<file path="src/rtl/alu_addsub_result_stage_pkg.sv">
// Shared types and constants for the adder/subtractor result stage.
// The beat struct is the finished form of one adder result: the value that
// leaves the stage plus the four condition flags that travel with it.
package alu_pkg;

    // Native datapath width of the adder that feeds this stage.
    localparam int DATA_W = 32;

    // Occupancy of the two-entry output buffer (main + skid).
    typedef enum logic [1:0] {
        EMPTY = 2'd0,
        ONE   = 2'd1,
        TWO   = 2'd2
    } state_t;

    // Finished beat: final result and its flags, stored as one word.
    typedef struct packed {
        logic [DATA_W-1:0] result;
        logic              n;
        logic              z;
        logic              v;
        logic              lt;
    } beat_t;

    // Signed extremes used when an overflowed result is clamped.
    localparam logic [DATA_W-1:0] SAT_POS = {1'b0, {(DATA_W-1){1'b1}}};
    localparam logic [DATA_W-1:0] SAT_NEG = {1'b1, {(DATA_W-1){1'b0}}};

    // Clamp value for an overflowed sum. An overflowed sum has the wrong
    // sign bit: MSB=0 means the true result was negative, MSB=1 positive.
    function automatic logic [DATA_W-1:0] sat_value(input logic sum_msb);
        logic [DATA_W-1:0] value;
        if (sum_msb) begin
            value = SAT_POS;
        end else begin
            value = SAT_NEG;
        end
        return value;
    endfunction

endpackage

</file>
<file path="src/rtl/alu_addsub_result_stage_if.sv">
// Valid/ready bus around the result stage: the upstream beat (adder sum,
// overflow, operation) and the downstream result beat with its flags.
// "slave" is the view of the stage itself, "master" the view of the
// surrounding logic that feeds it and consumes its output.
interface alu_addsub_result_stage_if #(
    parameter int WIDTH = 32
);

    // Upstream side
    logic             in_valid;
    logic             in_ready;
    logic [WIDTH-1:0] in_sum;
    logic             in_ovf;
    logic             in_sub;

    // Downstream side
    logic             out_valid;
    logic             out_ready;
    logic [WIDTH-1:0] out_result;
    logic             out_n;
    logic             out_z;
    logic             out_v;
    logic             out_lt;

    modport slave (
        input  in_valid,
        output in_ready,
        input  in_sum,
        input  in_ovf,
        input  in_sub,
        output out_valid,
        input  out_ready,
        output out_result,
        output out_n,
        output out_z,
        output out_v,
        output out_lt
    );

    modport master (
        output in_valid,
        input  in_ready,
        output in_sum,
        output in_ovf,
        output in_sub,
        input  out_valid,
        output out_ready,
        input  out_result,
        input  out_n,
        input  out_z,
        input  out_v,
        input  out_lt
    );

endinterface

</file>
<file path="src/rtl/alu_addsub_result_stage_flag_gen.sv">
// Turns a raw adder sum into a finished beat: optional saturation of the
// result, N/Z taken from the final result, V/LT taken from the raw sum and
// overflow. Purely combinational; sits in front of the storage registers so
// both buffer entries hold ready-to-send beats.
module alu_flag_gen
    import alu_pkg::*;
#(
    parameter int WIDTH    = DATA_W,
    parameter bit SATURATE = 1'b0
) (
    input  logic [WIDTH-1:0] in_sum,
    input  logic             in_ovf,
    input  logic             in_sub,
    output beat_t            beat
);

    logic [DATA_W-1:0] result_s;
    logic              lt_s;

    // Final result: clamp to the signed extreme on overflow when enabled.
    always_comb begin
        result_s = in_sum;
        if (SATURATE && in_ovf) begin
            result_s = sat_value(in_sum[WIDTH-1]);
        end else begin
            result_s = in_sum;
        end
    end

    // Signed less-than is the sign of the true difference, only for subtracts.
    always_comb begin
        lt_s = 1'b0;
        if (in_sub) begin
            lt_s = in_sum[WIDTH-1] ^ in_ovf;
        end else begin
            lt_s = 1'b0;
        end
    end

    assign beat.result = result_s;
    assign beat.n      = result_s[DATA_W-1];
    assign beat.z      = (result_s == {DATA_W{1'b0}});
    assign beat.v      = in_ovf;
    assign beat.lt     = lt_s;

endmodule

</file>
<file path="src/rtl/alu_addsub_result_stage.sv">
// Registered output stage behind the 32-bit adder/subtractor.
// Finished beats are held in a two-entry buffer: "main" drives the outputs,
// "skid" catches the one beat that can arrive in the cycle in_ready is still
// high while the consumer stalls. This keeps in_ready a pure flop while
// sustaining one beat per cycle. A saturating counter tallies accepted
// beats that overflowed.
module alu_addsub_result_stage
    import alu_pkg::*;
#(
    parameter int WIDTH    = DATA_W,
    parameter bit SATURATE = 1'b0,
    parameter int CNT_W    = 16
) (
    input  logic                    clk,
    input  logic                    rst_n,
    alu_addsub_result_stage_if.slave bus,
    input  logic                    ovf_clr,
    output logic [CNT_W-1:0]        ovf_count
);

    state_t           state_r;
    beat_t            main_r;
    beat_t            skid_r;
    beat_t            beat_s;
    logic             in_ready_r;
    logic             out_valid_r;
    logic [CNT_W-1:0] cnt_r;
    logic             accept_s;
    logic             drain_s;
    logic             cnt_full_s;

    // Finalise the incoming beat before it is stored anywhere.
    alu_flag_gen #(
        .WIDTH    (WIDTH),
        .SATURATE (SATURATE)
    ) u_flag_gen (
        .in_sum (bus.in_sum),
        .in_ovf (bus.in_ovf),
        .in_sub (bus.in_sub),
        .beat   (beat_s)
    );

    assign accept_s   = bus.in_valid & in_ready_r;
    assign drain_s    = out_valid_r & bus.out_ready;
    assign cnt_full_s = &cnt_r;

    // Buffer occupancy FSM; out_valid and in_ready are updated alongside the
    // state so both leave the block straight from flops.
    always_ff @(posedge clk or negedge rst_n) begin
        if (!rst_n) begin
            state_r     <= EMPTY;
            main_r      <= '0;
            skid_r      <= '0;
            in_ready_r  <= 1'b0;
            out_valid_r <= 1'b0;
        end else begin
            case (state_r)
                EMPTY: begin
                    in_ready_r <= 1'b1;
                    if (accept_s) begin
                        main_r      <= beat_s;
                        state_r     <= ONE;
                        out_valid_r <= 1'b1;
                    end else begin
                        state_r     <= EMPTY;
                        out_valid_r <= 1'b0;
                    end
                end
                ONE: begin
                    if (accept_s && drain_s) begin
                        // Pass-through: the new beat replaces the one leaving.
                        main_r     <= beat_s;
                        in_ready_r <= 1'b1;
                    end else if (accept_s) begin
                        // Consumer stalled: park the new beat behind main.
                        skid_r     <= beat_s;
                        state_r    <= TWO;
                        in_ready_r <= 1'b0;
                    end else if (drain_s) begin
                        state_r     <= EMPTY;
                        out_valid_r <= 1'b0;
                        in_ready_r  <= 1'b1;
                    end else begin
                        in_ready_r <= 1'b1;
                    end
                end
                TWO: begin
                    // in_ready is low here, so only a drain can happen.
                    if (drain_s) begin
                        main_r     <= skid_r;
                        state_r    <= ONE;
                        in_ready_r <= 1'b1;
                    end else begin
                        in_ready_r <= 1'b0;
                    end
                end
                default: begin
                    state_r     <= EMPTY;
                    out_valid_r <= 1'b0;
                    in_ready_r  <= 1'b1;
                end
            endcase
        end
    end

    // Overflow event counter: clear wins, then count up to all-ones and stick.
    always_ff @(posedge clk or negedge rst_n) begin
        if (!rst_n) begin
            cnt_r <= {CNT_W{1'b0}};
        end else if (ovf_clr) begin
            cnt_r <= {CNT_W{1'b0}};
        end else if (accept_s && bus.in_ovf && !cnt_full_s) begin
            cnt_r <= cnt_r + {{(CNT_W-1){1'b0}}, 1'b1};
        end else begin
            cnt_r <= cnt_r;
        end
    end

    assign bus.in_ready   = in_ready_r;
    assign bus.out_valid  = out_valid_r;
    assign bus.out_result = main_r.result;
    assign bus.out_n      = main_r.n;
    assign bus.out_z      = main_r.z;
    assign bus.out_v      = main_r.v;
    assign bus.out_lt     = main_r.lt;
    assign ovf_count      = cnt_r;

endmodule

</file>
<file path="src/flat_wrapper.sv">
// flat-port wrapper written by rule: the top's interface ports become plain ports
module alu_addsub_result_stage_flat import alu_pkg::*;
#(
    parameter int WIDTH    = DATA_W,
    parameter bit SATURATE = 1'b0,
    parameter int CNT_W    = 16
)
  (clk, rst_n, ovf_clr, ovf_count, bus_in_valid, bus_in_ready, bus_in_sum, bus_in_ovf, bus_in_sub, bus_out_valid, bus_out_ready, bus_out_result, bus_out_n, bus_out_z, bus_out_v, bus_out_lt);
  alu_addsub_result_stage_if #(.WIDTH(WIDTH)) bus_i ();
  input  logic clk;
  input  logic rst_n;
  input  logic ovf_clr;
  output logic [CNT_W-1:0] ovf_count;
  input wire logic [$bits(bus_i.in_valid)-1:0] bus_in_valid;
  output wire logic [$bits(bus_i.in_ready)-1:0] bus_in_ready;
  input wire logic [$bits(bus_i.in_sum)-1:0] bus_in_sum;
  input wire logic [$bits(bus_i.in_ovf)-1:0] bus_in_ovf;
  input wire logic [$bits(bus_i.in_sub)-1:0] bus_in_sub;
  output wire logic [$bits(bus_i.out_valid)-1:0] bus_out_valid;
  input wire logic [$bits(bus_i.out_ready)-1:0] bus_out_ready;
  output wire logic [$bits(bus_i.out_result)-1:0] bus_out_result;
  output wire logic [$bits(bus_i.out_n)-1:0] bus_out_n;
  output wire logic [$bits(bus_i.out_z)-1:0] bus_out_z;
  output wire logic [$bits(bus_i.out_v)-1:0] bus_out_v;
  output wire logic [$bits(bus_i.out_lt)-1:0] bus_out_lt;
  assign bus_i.in_valid = bus_in_valid;
  assign bus_in_ready = bus_i.in_ready;
  assign bus_i.in_sum = bus_in_sum;
  assign bus_i.in_ovf = bus_in_ovf;
  assign bus_i.in_sub = bus_in_sub;
  assign bus_out_valid = bus_i.out_valid;
  assign bus_i.out_ready = bus_out_ready;
  assign bus_out_result = bus_i.out_result;
  assign bus_out_n = bus_i.out_n;
  assign bus_out_z = bus_i.out_z;
  assign bus_out_v = bus_i.out_v;
  assign bus_out_lt = bus_i.out_lt;
  alu_addsub_result_stage #(.WIDTH(WIDTH), .SATURATE(SATURATE), .CNT_W(CNT_W)) u_core (.clk(clk), .rst_n(rst_n), .bus(bus_i), .ovf_clr(ovf_clr), .ovf_count(ovf_count));
endmodule
</file>
<file path="config.mk">
export PLATFORM = sky130hd
export DESIGN_NAME = alu_addsub_result_stage_flat
export DESIGN_NICKNAME = d
export VERILOG_FILES = /design/src/rtl/alu_addsub_result_stage_pkg.sv /design/src/rtl/alu_addsub_result_stage_if.sv /design/src/rtl/alu_addsub_result_stage_flag_gen.sv /design/src/rtl/alu_addsub_result_stage.sv /design/src/flat_wrapper.sv
export SDC_FILE = /design/constraint.sdc
export NUM_CORES = 1
export LEC_CHECK = 0
export CAP_MARGIN = 20
export CORE_UTILIZATION = 54
export DETAILED_ROUTE_END_ITERATION = 16
export DONT_BUFFER_PORTS = 1
export PLACE_DENSITY_LB_ADDON = 0.2
export SYNTH_ARGS = -nofsm -noshare
export SYNTH_HDL_FRONTEND = slang
export SYNTH_SLANG_ARGS = --single-unit
</file>
<file path="constraint.sdc">
create_clock -name clk -period 2.5 [get_ports clk]
set_clock_uncertainty 0.2 [all_clocks]
set_input_delay 0.25 -clock clk [delete_from_list [all_inputs] [get_ports clk]]
set_output_delay 0.25 -clock clk [all_outputs]
set_load 0.05 [all_outputs]
</file>
# Word-level counts from Yosys, hierarchy flattened
# Cells that the tools add are included.
[totals] ff_bits=92 latch_bits=0 ram_bits=0 mem_bits_ro=0 in_bits=39 out_inout_bits=54 wordCells=64 memories=0
[op_classes] n_addsub=1 multipliers=0 div=0 n_lt_le_gt_ge=0 eq_ne=9 shifts=0 n_mux=22 bitwise=5 reduce_logical=13
[ops] cell="36-bit two-way mux" count=3
[ops] cell="36-bit case mux with 3 select lines" count=1
[ops] cell="32-bit zero test" count=1
[ops] cell="16-bit two-way mux" count=2
[ops] cell="16-bit by 1-bit adder with 16-bit output (second input constant)" count=1
[ops] cell="16-bit AND reduction" count=1
[ops] cell="1-bit two-way mux" count=9
[ops] cell="2-bit two-way mux" count=4
[ops] cell="2-bit by 1-bit != test with 1-bit output (second input constant)" count=4
[ops] cell="4-bit AND reduction" count=2
[ops] cell="2-bit case mux with 3 select lines" count=1
[ops] cell="3-bit AND reduction" count=2
[ops] cell="2-bit != test (second input constant)" count=2
[ops] cell="1-bit logical AND" count=3
[ops] cell="3-bit by 1-bit != test with 1-bit output (second input constant)" count=1
[ops] cell="1-bit case mux with 3 select lines" count=1
[ops] cell="3-bit nonzero test" count=1
[ops] cell="1-bit AND" count=2
[ops] cell="2-bit by 1-bit == test with 1-bit output (second input constant)" count=1
[ops] cell="2-bit == test (second input constant)" count=1
[ops] cell="2-bit zero test" count=1
[ops] cell="1-bit inverter" count=2
[ops] cell="1-bit case mux with 2 select lines" count=1
[ops] cell="2-bit nonzero test" count=1
[ops] cell="2 further kinds" count=2

# Logic depth before layout (Yosys ltp)
[logic_depth] ltp_word=5 depth_mapped=8 ltp_nobuf=6

# By module
# From an unflattened synthesis, not the netlist that was laid out.
[unflattened] cells_unflattened=373 area_unflattened_um2=4682.0
[modules_own_cells] module="alu_addsub_result_stage" n_inst=1 cells_per_inst=325 area_per_inst_um2=4325.4 seq_area_each_um2=2302.2
[modules_own_cells] module="alu_flag_gen" n_inst=1 cells_per_inst=48 area_per_inst_um2=356.6 seq_area_each_um2=0.0

# Least setup slack after synthesis
# Ideal clock, no wire load.
[synth_path] kind="reg2reg" from="register u_core.in_ready_r (netlist: u_core.bus.in_ready)" to="register u_core.cnt_r[9] (netlist: u_core.ovf_count[9])" setup_ns=0.125 t_arrival_ns=2.024 required_time_ns=2.175 path_slack_ns=0.151 stages_incl_launch_ff=6 path_buffers=1 synth_period_minus_slack_ns=2.349 path_cell_list="dfrtp_1 -> nand2_2 -> or3_1 -> buf_2 -> nor4b_1 -> mux2_2"
[synth_between] elab_chain_cells=4
[synth_lines] item="start, declared" line="alu_addsub_result_stage.sv:25" source="logic in_ready_r;"
[synth_lines] item="start signal, assigned" line="alu_addsub_result_stage.sv:54" source="in_ready_r <= 1'b0;"
[synth_lines] item="start signal, assigned" line="alu_addsub_result_stage.sv:59" source="in_ready_r <= 1'b1;"
[synth_lines] item="start signal, assigned" line="alu_addsub_result_stage.sv:73" source="in_ready_r <= 1'b1;"
[synth_lines] item="1-bit AND" line="alu_addsub_result_stage.sv:43" source="assign accept_s = bus.in_valid & in_ready_r;"
[synth_lines] item="1-bit logical AND (2 in series)" line="alu_addsub_result_stage.sv:112" source="end else if (accept_s && bus.in_ovf && !cnt_full_s) begin"
[synth_lines] item="2-bit nonzero test (no line)"
[synth_lines] item="end signal, assigned" line="alu_addsub_result_stage.sv:111" source="cnt_r <= {CNT_W{1'b0}};"
[synth_lines] item="end signal, assigned" line="alu_addsub_result_stage.sv:113" source="cnt_r <= cnt_r + {{(CNT_W-1){1'b0}}, 1'b1};"
[synth_lines] item="end signal, assigned" line="alu_addsub_result_stage.sv:115" source="cnt_r <= cnt_r;"
[synth_lines] item="end, declared" line="alu_addsub_result_stage.sv:27" source="logic [CNT_W-1:0] cnt_r;"
# No other way between the ends.
# A chain may end at the register's enable or synchronous reset.

# Final worst setup path
[layout_path] from="input bus_in_sum[10]" to="register u_core.main_r (netlist bit u_core.bus.out_z)"
[layout_between] elab_chain_cells=3 word_cells_on_any_way=4 classes_between="mux (3); reduce/logical (1)"
[layout_lines] item="start, declared" line="flat_wrapper.sv:16" source="input wire logic [$bits(bus_i.in_sum)-1:0] bus_in_sum;"
[layout_lines] item="32-bit zero test *" line="alu_addsub_result_stage_flag_gen.sv:42" source="assign beat.z = (result_s == {DATA_W{1'b0}});"
[layout_lines] item="36-bit two-way mux, on equally long branches" line="alu_addsub_result_stage.sv:70, alu_addsub_result_stage.sv:60"
[layout_lines] item="36-bit case mux with 3 select lines *" line="alu_addsub_result_stage.sv:57" source="case (state_r)"
[layout_lines] item="end signal, assigned" line="alu_addsub_result_stage.sv:61" source="main_r <= beat_s;"
[layout_lines] item="end signal, assigned" line="alu_addsub_result_stage.sv:72" source="main_r <= beat_s;"
[layout_lines] item="end signal, assigned" line="alu_addsub_result_stage.sv:90" source="main_r <= skid_r;"
[layout_lines] item="end, declared" line="alu_addsub_result_stage.sv:22" source="beat_t main_r;"
# Every way passes the cells marked *; elsewhere a longest branch is shown, timed or not. The select of a mux whose other input is x is not followed.

==> results by group <==
Logic synthesis
  • Mean area per synthesized cell: 11.2 µm²
  • Synth top area cells: dfrtp_1 54%, mux2_2 9.8%, mux2i_1 8.2%
  • Post-synthesis sequential area ratio: 54.2%
  • Mapped Nets: 414
  • Synth cell types: 42
  • Most used flip-flop cell after synthesis: dfrtp_1
  • Mapped Cells: 370
  • Synthesis-stage register bit count: 90
  • Cell Area, Synth: 4150 µm²
  • Synth top area share: 54.2%
  • Dominant cell type by area after synthesis: dfrtp_1
  • Async SR Flop Fraction: 100%
  • Post-synth EDFFs: 0
  • Yosys warning total: 0

Floorplan
  • DIE HEIGHT: 89.7 µm
  • IO Pins: 93
  • Die span in x: 89.7 µm
  • Die area: 8040 µm²
  • Area of the core: 7330 µm²
  • Initial Util: 56.6%
  • Cell Rows: 31

Route
  • Post-DRT Antenna Nets: 0
  • Mean routed wirelength per cell: 17.2 µm
  • Routed wire length: 9.04 mm
  • Drt pass-1 iters: 5
  • Vias: 3,064
  • Iteration-0 DRC Markers: 161
  • Via density: 5.83
  • DRC viols: 0

Flow run
  • Max-Cap Viols: 0

Setup path
  • Worst path required time: 2570 ps
  • CP Capture Type: flop
  • Critical Path Fanout Max: 2
  • Worst setup SP type: primary input
  • Critical path arrival: 2330 ps
  • CP Class: in2reg

Clock network
  • TritonCTS buffer count: 9
  • TritonCTS clock tree: done
  • Worst-path clk slew: 90 ps
  • Clock Latency Late Sink: 350 ps
  • Post-CTS Repair Setup Buffers: 0
  • Root Driver: clkbuf_8
  • CTS Sinks: 90
  • CTS HTree Levels: 3
  • CTS Buffer Depth: 2

GRT
  • Vias in the first global route: 3,020
  • Grt ovf: 0
  • Overall routing resource usage: 23.7%
  • First-pass GRT wire length: 14.3 mm
  • Initial antenna violation count: 0
  • Largest net degree at the start of global routing: 91

Power
  • Switch share: 45.4%
  • Peak supply drop: 0.804 mV
  • Static Leak: 2.03 nW
  • PD cells: 1250 nW/µm²
  • Clock power share: 16.7%
  • Sequential share of power: 54.8%
  • Int Pwr: 3.40 mW
  • Total Power: 6.23 mW
  • Comb pwr share: 28.5%
  • Sw power: 2.83 mW

Cells and area
  • Fin util: 68.1%
  • Commonest non-fill, non-tap cell in the layout: dfrtp_1
  • Area grow syn2layout: 20.3%
  • Fin area: 4990 µm²
  • Nets: 466
  • Most frequent cells in the layout: 90 x dfrtp_1, 46 x a21oi_1, 40 x nor2_1, 39 x dlygate4sd3_1, 36 x mux2_2
  • Non-Filler Instances: 526
  • Inserted Diodes: 0
  • Layout cells sized above 1: 18.5%

Place
  • PortBufs: 0
  • Placed Cells: 471
  • Area after DPL: 4390 µm²
  • Pre-CTS setup slack: 292 ps
  • RD Place Congestion: 0.798
  • HPWL Detailed: 5.85 mm

STA
  • Period utilization: 90.2%
  • Min cycle time layout: 2260 ps
  • Hold Vio Cnt, Final: 90
  • Max_slew headroom: 49.9%
  • Final setup fails: 0
  • PnR worst setup slack: 244 ps
  • Fin. max-slew vios: 0
  • RSZ-0062 raised after global routing: false
  • Least-Margin Pin Slew: 749 ps
  • Worst slack on hold paths: -614 ps
  • F_max: 443 MHz
  • Final TNS setup: 0 ps

Run status
  • Status: finished with violations
  • Failing checks: negative hold slack

Hold path
  • Min-Delay Path Class: in2async
-- power groups by stage --
stage               sequential (mW)  combinational (mW)  clock (mW)
floorplan                      3.40                1.32           0
global placement               3.42                1.65           0
detailed placement             3.45                1.72           0
CTS                            3.42                1.78        1.06
global route                   3.50                1.96        1.12
finish                         3.42                1.77        1.04
-- critical path: stages --
cell and delay [ps]:
dlygate4sd3_1 530, nor4_1 250, dlygate4sd3_1 610, nand4_1 140, or3_1 380, a31oi_1 170
-- layout make-up --
class / instances / area (µm²)
clock buffers: 13 / 169
fillers: 592 / 2340
well taps: 99 / 124
multi-input cells: 254 / 1810
clock inverters: 3 / 46.3
flip-flops and latches: 90 / 2250
inverters: 4 / 15.0
repair buffers: 63 / 583
-- final timing paths --
path	from	end	slack (ps)	cells past startpoint
setup / recovery	bus_in_sum[10]	u_core.bus.out_z$_DFFE_PN0P_	240	6
setup reg to reg	u_core.state_r[1]$_DFFE_PN0P_	u_core.bus.out_lt$_DFFE_PN0P_	270	7
max in group asynchronous	rst_n	u_core.ovf_count[2]$_DFFE_PN0P_	2560	0
hold / removal	rst_n	u_core.bus.out_v$_DFFE_PN0P_	-610	0
hold reg to reg	u_core.skid_r[2]$_DFFE_PN0P_	u_core.skid_r[2]$_DFFE_PN0P_	290	2
min in group clk	bus_out_ready	u_core.bus.out_valid$_DFFE_PN0P_	20	3
-- repair_timing --
action,CTS,global route
hold buffers,37,2
resized for setup,0,0
hold endpoints to repair,177,91
-- registers in the layout, indices dropped and copies added (netlist names) --
register               flops
u_core.skid_r             35
u_core.bus.out_result     31
u_core.ovf_count          16
u_core.state_r             2
u_core.bus.in_ready        1
u_core.bus.out_lt          1
u_core.bus.out_n           1
u_core.bus.out_v           1
u_core.bus.out_valid       1
u_core.bus.out_z           1
-- cell usage after synthesis, types with 2 or more instances --
library cell / n
dfrtp_1: 90
a21oi_1: 46
nor2_1: 40
mux2_2: 36
mux2i_1: 34
clkbuf_1: 14
nor4_1: 11
nand2_1: 10
nand4_1: 9
nand3_1: 7
o21ai_0: 7
o31ai_1: 7
buf_2: 6
ha_1: 5
or4_1: 5
inv_1: 4
or3_1: 4
and3_1: 3
nor2b_1: 3
a21boi_0: 2
a22o_1: 2
a31oi_1: 2
nor3_1: 2
o311ai_0: 2
o41ai_1: 2
-- kinds of logic (layout without fill, tap and decap cells) --
logic type	after synthesis	after routing	synth area share, %
and+or+nand+nor	101	101	12.3
xor gates and xnor gates	2	2	0.422
adders and majority gates	5	5	1.51
AOI/OAI and AO/OA	76	76	10.9
muxes	70	70	18.0
DFF	90	90	54.2
buffers and inverters	26	83	2.62
-- per-layer routing --
metal	global-route usage, %	up-vias	wire length [µm]
met1	30.1	1507	3960
met2	38.8	83	4350
met4	8.66	0	106
li1	-	1463	-
met5	0	-	0
met3	7.13	11	620
No activity file was read; power rests on OpenSTA's default activity.
